### config.mk
export PLATFORM = sky130hd
export DESIGN_NAME = demux_burst_scheduler
export DESIGN_NICKNAME = d
export VERILOG_FILES = /design/src/rtl/demux_burst_scheduler.sv
export SDC_FILE = /design/constraint.sdc
export NUM_CORES = 1
export LEC_CHECK = 0
export BUFFER_PORTS_ARGS = -buffer_cell sky130_fd_sc_hd__buf_2
export CORE_MARGIN = 1.5
export CORE_UTILIZATION = 45
export DETAILED_ROUTE_END_ITERATION = 8
export PLACE_DENSITY = 0.82
export SLEW_MARGIN = 20
export SYNTH_ARGS = -nofsm -noshare
export SYNTH_HDL_FRONTEND = slang
export SYNTH_SLANG_ARGS = --single-unit
### constraint.sdc
create_clock -name Clock_In -period 2 [get_ports Clock_In]
set_input_delay 0.4 -clock Clock_In [delete_from_list [all_inputs] [get_ports Clock_In]]
set_output_delay 0.4 -clock Clock_In [all_outputs]
set_load 0.1 [all_outputs]
### src/rtl/demux_burst_scheduler.sv
`default_nettype none
// ============================================================================
// Module   : demux_burst_scheduler
// Function : Round-robin burst sequencer driving the DEMUX_1_N select/enable.
//            Optional stall timeout: DEMUX_BURST_SCHEDULER_TIMEOUT_EN.
// Revision : 1.0 - initial release
// ============================================================================
module demux_burst_scheduler #(
  parameter int DATA_WIDTH     = 8,
  parameter int NUM_OUT        = 4,
  parameter int SEL_WIDTH      = 2,
  parameter int BURST_LEN      = 4,
  parameter int TIMEOUT_CYCLES = 16
) (
  input  logic                  Clock_In,
  input  logic                  Reset_In,
  input  logic                  Enable_In,
  input  logic [NUM_OUT-1:0]    Mask_In,
  input  logic [DATA_WIDTH-1:0] Data_In,
  input  logic                  Valid_In,
  output logic                  Ready_Out,
  output logic [DATA_WIDTH-1:0] Data_Out,
  output logic [NUM_OUT-1:0]    Valid_Out,
  input  logic [NUM_OUT-1:0]    Ready_In,
  output logic [SEL_WIDTH-1:0]  Select_Out,
  output logic                  Busy_Out,
  output logic [7:0]            Burst_Count_Out
);

  typedef enum logic [1:0] {
    ST_IDLE  = 2'd0,
    ST_SEEK  = 2'd1,
    ST_XFER  = 2'd2,
    ST_DRAIN = 2'd3
  } state_t;

  localparam logic [7:0] c_burst_len = 8'(BURST_LEN);

  state_t                r_state;
  state_t                w_state_next;
  logic [DATA_WIDTH-1:0] r_data;
  logic [NUM_OUT-1:0]    r_valid;
  logic [NUM_OUT-1:0]    w_onehot;
  logic [SEL_WIDTH-1:0]  r_select;
  logic [SEL_WIDTH-1:0]  r_ptr;
  logic [SEL_WIDTH:0]    w_grant;
  logic [7:0]            r_burst_cnt;
  logic                  w_ready;
  logic                  w_accept;
  logic                  w_drain;
  logic                  w_burst_done;
  logic                  w_timeout;

  // Returns {found, index}: first set mask bit strictly after ptr, wrapping.
  // Walking the offsets downward lets the nearest candidate overwrite the rest.
  function automatic logic [SEL_WIDTH:0] next_grant(input logic [SEL_WIDTH-1:0] ptr,
                                                    input logic [NUM_OUT-1:0]   mask);
    logic [SEL_WIDTH:0] res;
    int                 idx;
    res = '0;
    for (int i = NUM_OUT; i >= 1; i--) begin
      idx = (int'(ptr) + i) % NUM_OUT;
      if (mask[idx[SEL_WIDTH-1:0]]) begin
        res = {1'b1, idx[SEL_WIDTH-1:0]};
      end
    end
    return res;
  endfunction

  assign w_grant = next_grant(r_ptr, Mask_In);

  always_comb begin
    w_onehot           = '0;
    w_onehot[r_select] = 1'b1;
  end

  assign w_ready      = (r_state == ST_XFER) & Enable_In & Mask_In[r_select] &
                        ((r_valid == '0) | Ready_In[r_select]);
  assign w_accept     = Valid_In & w_ready;
  assign w_drain      = (r_valid != '0) & Ready_In[r_select];
  assign w_burst_done = w_accept & ((r_burst_cnt + 8'd1) == c_burst_len);

`ifdef DEMUX_BURST_SCHEDULER_TIMEOUT_EN
  localparam int c_idle_w = $clog2(TIMEOUT_CYCLES + 1);

  logic [c_idle_w-1:0] r_idle_cnt;

  // Leaving XFER clears the counter, so every new grant starts from zero.
  always_ff @(posedge Clock_In or posedge Reset_In) begin
    if (Reset_In) begin
      r_idle_cnt <= '0;
    end else if ((r_state != ST_XFER) || w_accept) begin
      r_idle_cnt <= '0;
    end else if (r_idle_cnt != c_idle_w'(TIMEOUT_CYCLES)) begin
      r_idle_cnt <= r_idle_cnt + 1'b1;
    end
  end

  assign w_timeout = (r_state == ST_XFER) & ~w_accept & (r_burst_cnt != 8'd0) &
                     (r_idle_cnt >= c_idle_w'(TIMEOUT_CYCLES - 1));
`else
  logic w_unused_timeout;
  assign w_unused_timeout = (TIMEOUT_CYCLES != 0);
  assign w_timeout        = 1'b0;
`endif

  always_ff @(posedge Clock_In or posedge Reset_In) begin
    if (Reset_In) begin
      r_state <= ST_IDLE;
    end else begin
      r_state <= w_state_next;
    end
  end

  always_comb begin
    w_state_next = r_state;
    case (r_state)
      ST_IDLE: begin
        if (Enable_In && (Mask_In != '0)) begin
          w_state_next = ST_SEEK;
        end
      end
      ST_SEEK: begin
        w_state_next = (Enable_In && w_grant[SEL_WIDTH]) ? ST_XFER : ST_IDLE;
      end
      ST_XFER: begin
        if (w_burst_done || !Mask_In[r_select] || !Enable_In || w_timeout) begin
          w_state_next = ST_DRAIN;
        end
      end
      ST_DRAIN: begin
        // Leave only once the held word is gone, so the select never moves under it
        if ((r_valid == '0) || Ready_In[r_select]) begin
          w_state_next = Enable_In ? ST_SEEK : ST_IDLE;
        end
      end
      default: w_state_next = ST_IDLE;
    endcase
  end

  always_ff @(posedge Clock_In or posedge Reset_In) begin
    if (Reset_In) begin
      r_data      <= '0;
      r_valid     <= '0;
      r_select    <= '0;
      r_ptr       <= SEL_WIDTH'(NUM_OUT - 1);
      r_burst_cnt <= '0;
    end else begin
      if (w_accept) begin
        r_data  <= Data_In;
        r_valid <= w_onehot;
      end else if (w_drain) begin
        r_valid <= '0;
      end

      if ((r_state == ST_SEEK) && (w_state_next == ST_XFER)) begin
        r_select    <= w_grant[SEL_WIDTH-1:0];
        r_ptr       <= w_grant[SEL_WIDTH-1:0];
        r_burst_cnt <= '0;
      end else if (w_accept) begin
        r_burst_cnt <= r_burst_cnt + 8'd1;
      end
    end
  end

  assign Ready_Out       = w_ready;
  assign Data_Out        = r_data;
  assign Valid_Out       = r_valid;
  assign Select_Out      = r_select;
  assign Busy_Out        = (r_state != ST_IDLE);
  assign Burst_Count_Out = r_burst_cnt;

endmodule
`default_nettype wire
== Yosys cells after proc, flatten, opt, wreduce, memory -nomap -nowiden ==
Cells that the tools add are included.

* Register bits after elaboration: 26
* Input bits: 20
* Output and inout port bits: 24
* Logic and storage cells: 73

* $add $sub $neg: 5
* $lt $le $gt $ge: 6
* Eq/ne operators: 5
* Mux-type cells: 28
* Bitwise gates (word level): 7
* Reductions and logical operators: 16

{| class="wikitable"
|+ Operators with widths
! operator !! number
|-
| 2-to-1 mux 8 bit || 2
|-
| less-than comparator 2 x 3 -> 1 bit, second input constant || 5
|-
| binary-select mux 1 bit (select 2 bit) || 6
|-
| 2-to-1 mux 3 bit || 4
|-
| adder 8 x 1 -> 8 bit, second input constant || 1
|-
| equality test 8 x 3 -> 1 bit, second input constant || 1
|-
| 2-to-1 mux 1 bit || 8
|-
| 2-to-1 mux 2 bit || 4
|-
| 2-to-1 mux 4 bit || 2
|-
| one-hot mux 2 bit (4 select lines) || 1
|-
| nonzero test 4 bit || 2
|-
| bitwise AND 1 bit || 6
|-
| equality test 2 bit, second input constant || 3
|-
| nonzero test 2 bit || 3
|-
| adder 2 x 1 -> 2 bit, second input constant || 2
|-
| adder 2 bit, second input constant || 2
|-
| logical AND 1 bit || 4
|-
| zero test 4 bit || 1
|-
| logical OR 1 bit || 3
|-
| demux 1 bit (select 2 bit) || 1
|-
| equality test 2 x 1 -> 1 bit, second input constant || 1
|-
| >= comparator 2 x 1 -> 1 bit, second input constant || 1
|-
| zero test 1 bit || 2
|-
| zero test 2 bit || 1
|-
| bitwise OR 1 bit || 1
|}

== Depth between registers and ports, before layout ==
Gate-level depths: netlist (run 1).

* Depth in word-level cells: 13
* Gate-level depth with buffers: 5

== Worst setup path after synthesis (run 1) ==
No wires, ideal clock.

* Kind: reg2out
* Start point: reg r_select[0], in the netlist Select_Out[0]
* End point: out Ready_Out
* Arrival: 2.433 ns
* Path slack: -0.833 ns
* Cell stages (with the launch flop): 4
* Buffers on the path: 0
* Cells stage by stage: dfrtp_1 -> mux4_1 -> and4_1 -> o21a_1

* Longest elaborated chain between the ends: 4
* Elaborated cells between the ends (all ways): 7
* Those cells by class: mux: 4; bitwise: 3

{| class="wikitable"
|+ Ends and longest elaborated chain
! element !! RTL line !! source
|-
| start, declared || 44 || <nowiki>logic [SEL_WIDTH-1:0] r_select;</nowiki>
|-
| start signal, assigned || 157 || <nowiki>r_select <= w_grant[SEL_WIDTH-1:0];</nowiki>
|-
| binary-select mux 1 bit (select 2 bit), on equally long branches || 77, 78 ||
|-
| 2-to-1 mux 1 bit, on equally long branches || 77, 78 ||
|-
| bitwise AND 1 bit or bitwise OR 1 bit (tied branches) || 77, 78 ||
|-
| bitwise AND 1 bit * || 77 || <nowiki>assign w_ready = (r_state == ST_XFER) & Enable_In & Mask_In[r_select] &</nowiki>
|-
| end, declared || 21 || <nowiki>output logic Ready_Out,</nowiki>
|}

Mark *: on every way between the ends. The rest lies on a longest branch, timed or not. The select of a mux whose other input is x is not followed.

== Worst setup path after layout (run 1) ==
Ends and elaborated chain as after synthesis.

==> impl_metrics.py, run 1 <==
metrics = {
    "global_routing": {
        "grt_pass1_vias": 1307,
        "grt_pass1_wl_um": 6120,
        "track_usage_pct": 23.5,
        "grt_max_degree": 17,
        "grt.overflow.total": 0,
        "antenna_found_initial": 0,
    },
    "run": {
        "maxCapViolations": 0,
    },
    "placement": {
        "dp.cells": 230,
        "placed_cell_area_um2": 1810,
        "gp_congestion": 0.893,
        "dp_hpwl_um": 2760,
        "io_buffers": 43,
    },
    "final_layout": {
        "layout.cells.non_filler": 238,
        "fin_area_um2": 1940,
        "insertedDiodeCount": 0,
        "fillers": 246,
        "fin_nets": 217,
        "drive_gt1_share_pct": 49.0,
        "syn2layout_area_growth_pct": 35.8,
    },
    "route": {
        "vias": 1377,
        "drtIter0Drc": 91,
        "firstDrtPassIters": 4,
        "drc_errors": 0,
        "wl_per_cell_um": 16.5,
        "routed_wl_um": 3940,
        "vias_per_cell": 5.79,
        "detail-route-antenna-nets": 0,
    },
    "synthesis": {
        "synth-edff-count": 0,
        "yosysWarnings": 0,
        "synth_seq_cells": 26,
        "avgSynthCellArea_um2": 10.5,
        "async_flop_share_pct": 100,
        "ys_types": 44,
        "synth_area_um2": 1430,
        "synthCells": 136,
        "yosys_most_used_dff": "dfrtp_1",
        "synth_nets": 158,
        "yosysSeqAreaShare_pct": 45.7,
    },
    "timing": {
        "fin_skew_ns": 0.0133,
        "rsz0062_at_grt": "true",
        "slew_headroom_pct": 60.1,
        "setup_viol": 11,
        "hold_viol_final": 0,
        "timing.final.crit_share_pct": 108,
        "tightest_slew_ns": 0.598,
        "setup_ws_ns": -0.168,
        "fmax_ghz": 0.461,
        "slew_violations": 0,
        "period_minus_slack_ns": 2.17,
    },
    "die": {
        "start_util_pct": 47.2,
        "ioPinCount": 44,
        "core_area_um2": 3030,
        "die_h_um": 59.4,
        "dieArea_um2": 3530,
        "row_count": 20,
        "die_x_um": 59.4,
    },
    "power": {
        "comb_power_share_pct": 58.4,
        "p_leak_nw": 0.931,
        "power-per-cell-area_nw_per_um2": 1530,
        "p_sw_mw": 1.64,
        "clock_power_share_pct": 12.4,
        "p_int_mw": 1.34,
        "switching_share_pct": 55.0,
        "seqPwrFrac_pct": 29.3,
        "ir_drop_mv": 0.863,
    },
    "clock_tree": {
        "cts-root-buf": "clkbuf_4",
        "cts_tree": "yes",
        "clk_pin_slew_ns": 0.16,
        "h-tree-depth": 1,
        "clock-sinks": 26,
        "cts_buffers": 3,
        "postCtsHoldBufs": 0,
        "ctsLongestPathBuffers": 2,
        "clk_latency_ns": 0.33,
    },
    "worst_setup_path": {
        "crit_required_ns": 1.60,
        "worstPathArrival_ns": 1.77,
        "regToRegStartpoint": "Select_Out[0]$_DFFE_PP0P_",
        "r2r-end": "Data_Out[6]$_DFFE_PP0P_",
        "cp-start-kind": "flop",
        "reg2reg_depth": 5,
        "r2r_slack_ns": -0.07,
        "critPathKind": "reg -> out",
        "end_kind": "output port",
        "path_max_fanout": 3,
    },
    "run_status": {
        "outcome": "finished with violations",
        "violations": "negative setup slack",
    },
    "worst_hold_path": {
        "holdCritPathClass": "in -> async",
    },
}
cell type report:
class | instances | area (um2) | area share, %
inverter | 8 | 30.0 | 1.55
timing repair buffer | 59 | 363 | 18.7
multi-input combinational | 97 | 773 | 39.8
sequential | 26 | 668 | 34.4
clock inverter | 1 | 30.0 | 1.55
clock buffer | 3 | 22.5 | 1.16
tap | 44 | 55.1 | 2.84
cells in the mapped netlist (3+ instances only):
master	n	area [um2]
mux2_2	8	90.1
nor2_1	7	26.3
clkbuf_1	3	11.3
nand2_1	8	30.0
or3_1	3	18.8
and3_1	3	18.8
nor2b_1	3	18.8
o31ai_1	3	22.5
o21ai_0	8	40.0
a21oi_1	4	20.0
dfrtp_1	24	601
inv_1	8	30.0
a21boi_0	3	22.5
nand3_1	5	25.0
o32ai_1	3	26.3
nand2b_1	3	18.8
routing by layer:
layer	GRT usage [%]	vias to the layer above	part of all wire [%]
met5	0	-	0
met4	9.74	0	3.0
met3	3.71	10	5.2
met2	43.6	57	56
met1	26.2	686	36
li1	-	624	-
state kept, by name, indices dropped and copies added (netlist names):
register / cells
Burst_Count_Out: 8
Select_Out: 2
r_ptr: 2
Data_Out: 8
Valid_Out: 4
r_state: 2
power by group through the flow:
stage	clock network (mW)	registers [mW]	logic [mW]
final	0.369	0.871	1.74
after detailed placement	0	0.872	1.67
after global placement	0	0.857	1.63
after floorplan	0	1.68	0.529
after CTS	0.369	0.865	1.71
after global routing	0.393	0.901	1.80
cell families (layout without fill, tap and decap cells):
kind of cell | Yosys count | after routing | share of synthesized area [%]
mux | 11 | 11 | 10.4
compound gates | 33 | 33 | 16.9
flops | 26 | 26 | 45.7
buf+inv | 13 | 71 | 3.94
xor+xnor | 1 | 1 | 0.613
fa+ha+maj | 2 | 2 | 1.75
simple gates | 50 | 50 | 20.7
how the worst max path moves through the flow:
stage / start / endpoint / slack [ns] / cells after the start
4_1_cts: Select_Out[0]$_DFFE_PP0P_ / Ready_Out / -0.17 / 4
3_3_place_gp: Mask_In[3] / Ready_Out / -0.01 / 5
3_5_place_dp: Mask_In[3] / Ready_Out / -0.03 / 5
6_report: Select_Out[0]$_DFFE_PP0P_ / Ready_Out / -0.17 / 4
2_1_floorplan: Select_Out[0]$_DFFE_PP0P_ / Data_Out[0]$_DFFE_PP0P_ / -0.14 / 4
5_1_grt: Select_Out[0]$_DFFE_PP0P_ / Ready_Out / -0.24 / 4
stage by stage:
stage	TNS [ns]	hold slack [ns]	worst slack, ns	utilization [%]	power [mW]
detailed placement	-0.0425	0.493	-0.0341	59.8	2.54
finish	-0.606	0.105	-0.168	64.1	2.98
global placement	-0.0117	0.477	-0.0117	59.8	2.49
floorplan	-1.35	0.438	-0.136	-	2.21
global route	-1.25	0.156	-0.239	64.1	3.09
CTS	-0.340	0.121	-0.175	63.2	2.95
cells in the final DEF (no fill, tap or decap), drive strengths merged, types with 3 or more instances in the layout:
cell,instances
nor4,3
or3,3
and3,3
nor2b,3
nand2b,3
o32ai,3
o211ai,3
dfrtp,24
buf,59
nand2,8
mux2,8
o31ai,3
nand3,5
a21boi,3
nor2,7
clkbuf,3
a21oi,4
inv,8
o21ai,8
worst max-delay path, cell delays in order, from the launching register on:
cell and delay (ns):
dfrtp_4 0.47, mux4_2 0.52, and4_4 0.18, o21a_4 0.12, buf_12 0.16
repair_timing:
action / in CTS / in global routing
cloned: 0 / 1
gates resized for setup: 10 / 4
buffers inserted: 2 / 1
pin swaps: 2 / 1
setup endpoints to repair: 2 / 13
Note: power is estimated with default switching activity, not from simulation.
==> run 2: changes to the inputs <==
- CORE_MARGIN: 1.5 -> not set
- PLACE_DENSITY: 0.82 -> 0.79
==> run 2 against run 1 <==
Net effect:
- the run still ends with negative setup slack left
- highest routed layer unchanged
- cell count up 1.3%
- via count down 2.3%
- clock skew down 0.012 ns
- largest power group unchanged
- die area down 3.3%
- sequential share of layout area down 0.52 points
- clock power down 30%
- utilization up 0.99 points
- sequential power down 2%
- non-clock buffer count up 2
- global-route usage down 2.0 points
==> impl_metrics.py, run 2 (synthesis results as in run 1) <==
metrics = {
    "worst_setup_path": {
        "slowest_stage": "mux4_2",
        "path_max_fanout": 3,
        "critPathKind": "reg -> out",
        "path_delay_family": "multiplexers",
        "worstPathArrival_ns": 1.75,
        "crit_chain": "mux4_2, and4_4, o21a_4, buf_12",
        "end_kind": "output port",
        "path_buf_inv": 1,
        "cp-start-kind": "flop",
        "cp_slowest_stage_delay_ns": 0.52,
        "crit_required_ns": 1.60,
    },
    "timing": {
        "setup_ws_ns": -0.151,
        "timing.final.crit_share_pct": 108,
        "slew_violations": 0,
        "hold_viol_final": 0,
        "fmax_ghz": 0.465,
        "tightest_slew_ns": 0.495,
        "setup_viol": 7,
        "period_minus_slack_ns": 2.15,
        "slew_headroom_pct": 66.6,
        "fin_skew_ns": 0.00161,
        "rsz0062_at_grt": "true",
    },
    "route": {
        "vias": 1345,
        "wl_per_cell_um": 14.9,
        "detail-route-antenna-nets": 0,
        "drtIter0Drc": 94,
        "firstDrtPassIters": 4,
        "drc_errors": 0,
        "routed_wl_um": 3600,
        "vias_per_cell": 5.58,
    },
    "final_layout": {
        "postLayoutCoreUtil_pct": 65.1,
        "fin_area_um2": 1970,
        "layout_commonest_cell": "buf_2",
        "syn2layout_area_growth_pct": 37.9,
        "layout_common_cells": "buf_2, dfrtp_1, buf_4",
        "drive_gt1_share_pct": 47.7,
        "layout.cells.non_filler": 241,
        "fin_nets": 220,
        "insertedDiodeCount": 0,
    },
    "placement": {
        "io_buffers": 43,
        "placed_cell_area_um2": 1830,
        "post-place-ws_ns": -0.0583,
        "dp.cells": 231,
        "gp_congestion": 0.802,
        "dp_hpwl_um": 2600,
    },
    "global_routing": {
        "grt_pass1_wl_um": 5620,
        "track_usage_pct": 21.5,
        "antenna_found_initial": 0,
        "grt_pass1_vias": 1294,
        "grt.overflow.total": 0,
        "grt_max_degree": 15,
    },
    "clock_tree": {
        "clk_latency_ns": 0.31,
        "clock-sinks": 26,
        "cts_tree": "yes",
        "clk_pin_slew_ns": 0.13,
        "ctsLongestPathBuffers": 2,
        "postCtsHoldBufs": 0,
        "cts-root-buf": "clkbuf_4",
        "cts_buffers": 3,
        "h-tree-depth": 1,
    },
    "run": {
        "maxCapViolations": 0,
    },
    "run_status": {
        "outcome": "finished with violations",
        "violations": "negative setup slack",
    },
    "power": {
        "ir_drop_mv": 0.900,
        "power_mw": 2.89,
        "p_leak_nw": 0.956,
        "power-per-cell-area_nw_per_um2": 1460,
    },
    "die": {
        "row_count": 20,
        "dieArea_um2": 3410,
        "die_x_um": 58.4,
        "core_area_um2": 3030,
        "ioPinCount": 44,
        "start_util_pct": 47.2,
        "die_h_um": 58.4,
    },
    "worst_hold_path": {
        "holdCritPathClass": "in -> async",
    },
}
run 2: changes by cell type in the layout (fill, tap and decap cells not counted), sizes merged:
cell	before	now
o211ai	3	4
bufinv	1	0
clkbuf	3	5
buf	59	60
run 2: report_power, final:
part | internal, mW | total [mW] | leakage, nW | switching (mW)
sequential | 0.704 | 0.853 | 0.322 | 0.148
clock | 0.111 | 0.260 | 0.0210 | 0.148
combinational | 0.453 | 1.77 | 0.613 | 1.32
total | 1.27 | 2.89 | 0.956 | 1.62
run 2: timing repair:
item / in CTS / in global routing
setup endpoints to repair: 1 / 19
pin swaps: 1 / 1
gates cloned: 0 / 2
gates resized for setup: 5 / 2
setup buffers: 2 / 2
run 2: worst paths after layout:
check	start	to	slack (ns)	cells past startpoint
worst max-delay path	Select_Out[0]$_DFFE_PP0P_	Ready_Out	-0.15	4
worst min-delay path	Reset_In	Data_Out[7]$_DFFE_PP0P_	0.02	2
worst max register to register	Select_Out[0]$_DFFE_PP0P_	r_state[0]$_DFF_PP0_	-0.04	5
worst min register to register	Data_Out[3]$_DFFE_PP0P_	Data_Out[3]$_DFFE_PP0P_	0.52	1
max in group asynchronous	Reset_In	r_ptr[1]$_DFFE_PP1P_	1.42	3
min in group Clock_In	Data_In[3]	Data_Out[3]$_DFFE_PP0P_	0.30	2
run 2: layout make-up:
type | count | area, um2
sequential | 26 | 668
clock buffer | 4 | 36.3
timing repair buffer | 61 | 415
multi-input combinational | 98 | 767
fill | 247 | 1060
tap | 44 | 55.1
inverter | 8 | 30.0
run 2: routing by layer:
metal,GRT usage (%),wire (um),up-vias,part of all wire [%]
met1,27.0,1490,669,41
met5,0,0,-,0
met3,1.98,114,4,3.2
li1,-,-,642,-
met4,8.84,31,0,0.86
met2,38.1,1960,30,54
run 2: through the flow:
step / setup TNS, ns / hold WS [ns]
after global placement: -0.0196 / 0.371
after detailed placement: -0.0590 / 0.386
after global routing: -1.17 / 0.0270
final: -0.331 / 0.0229
after CTS: -0.532 / 0.0144
after floorplan: -1.35 / 0.438
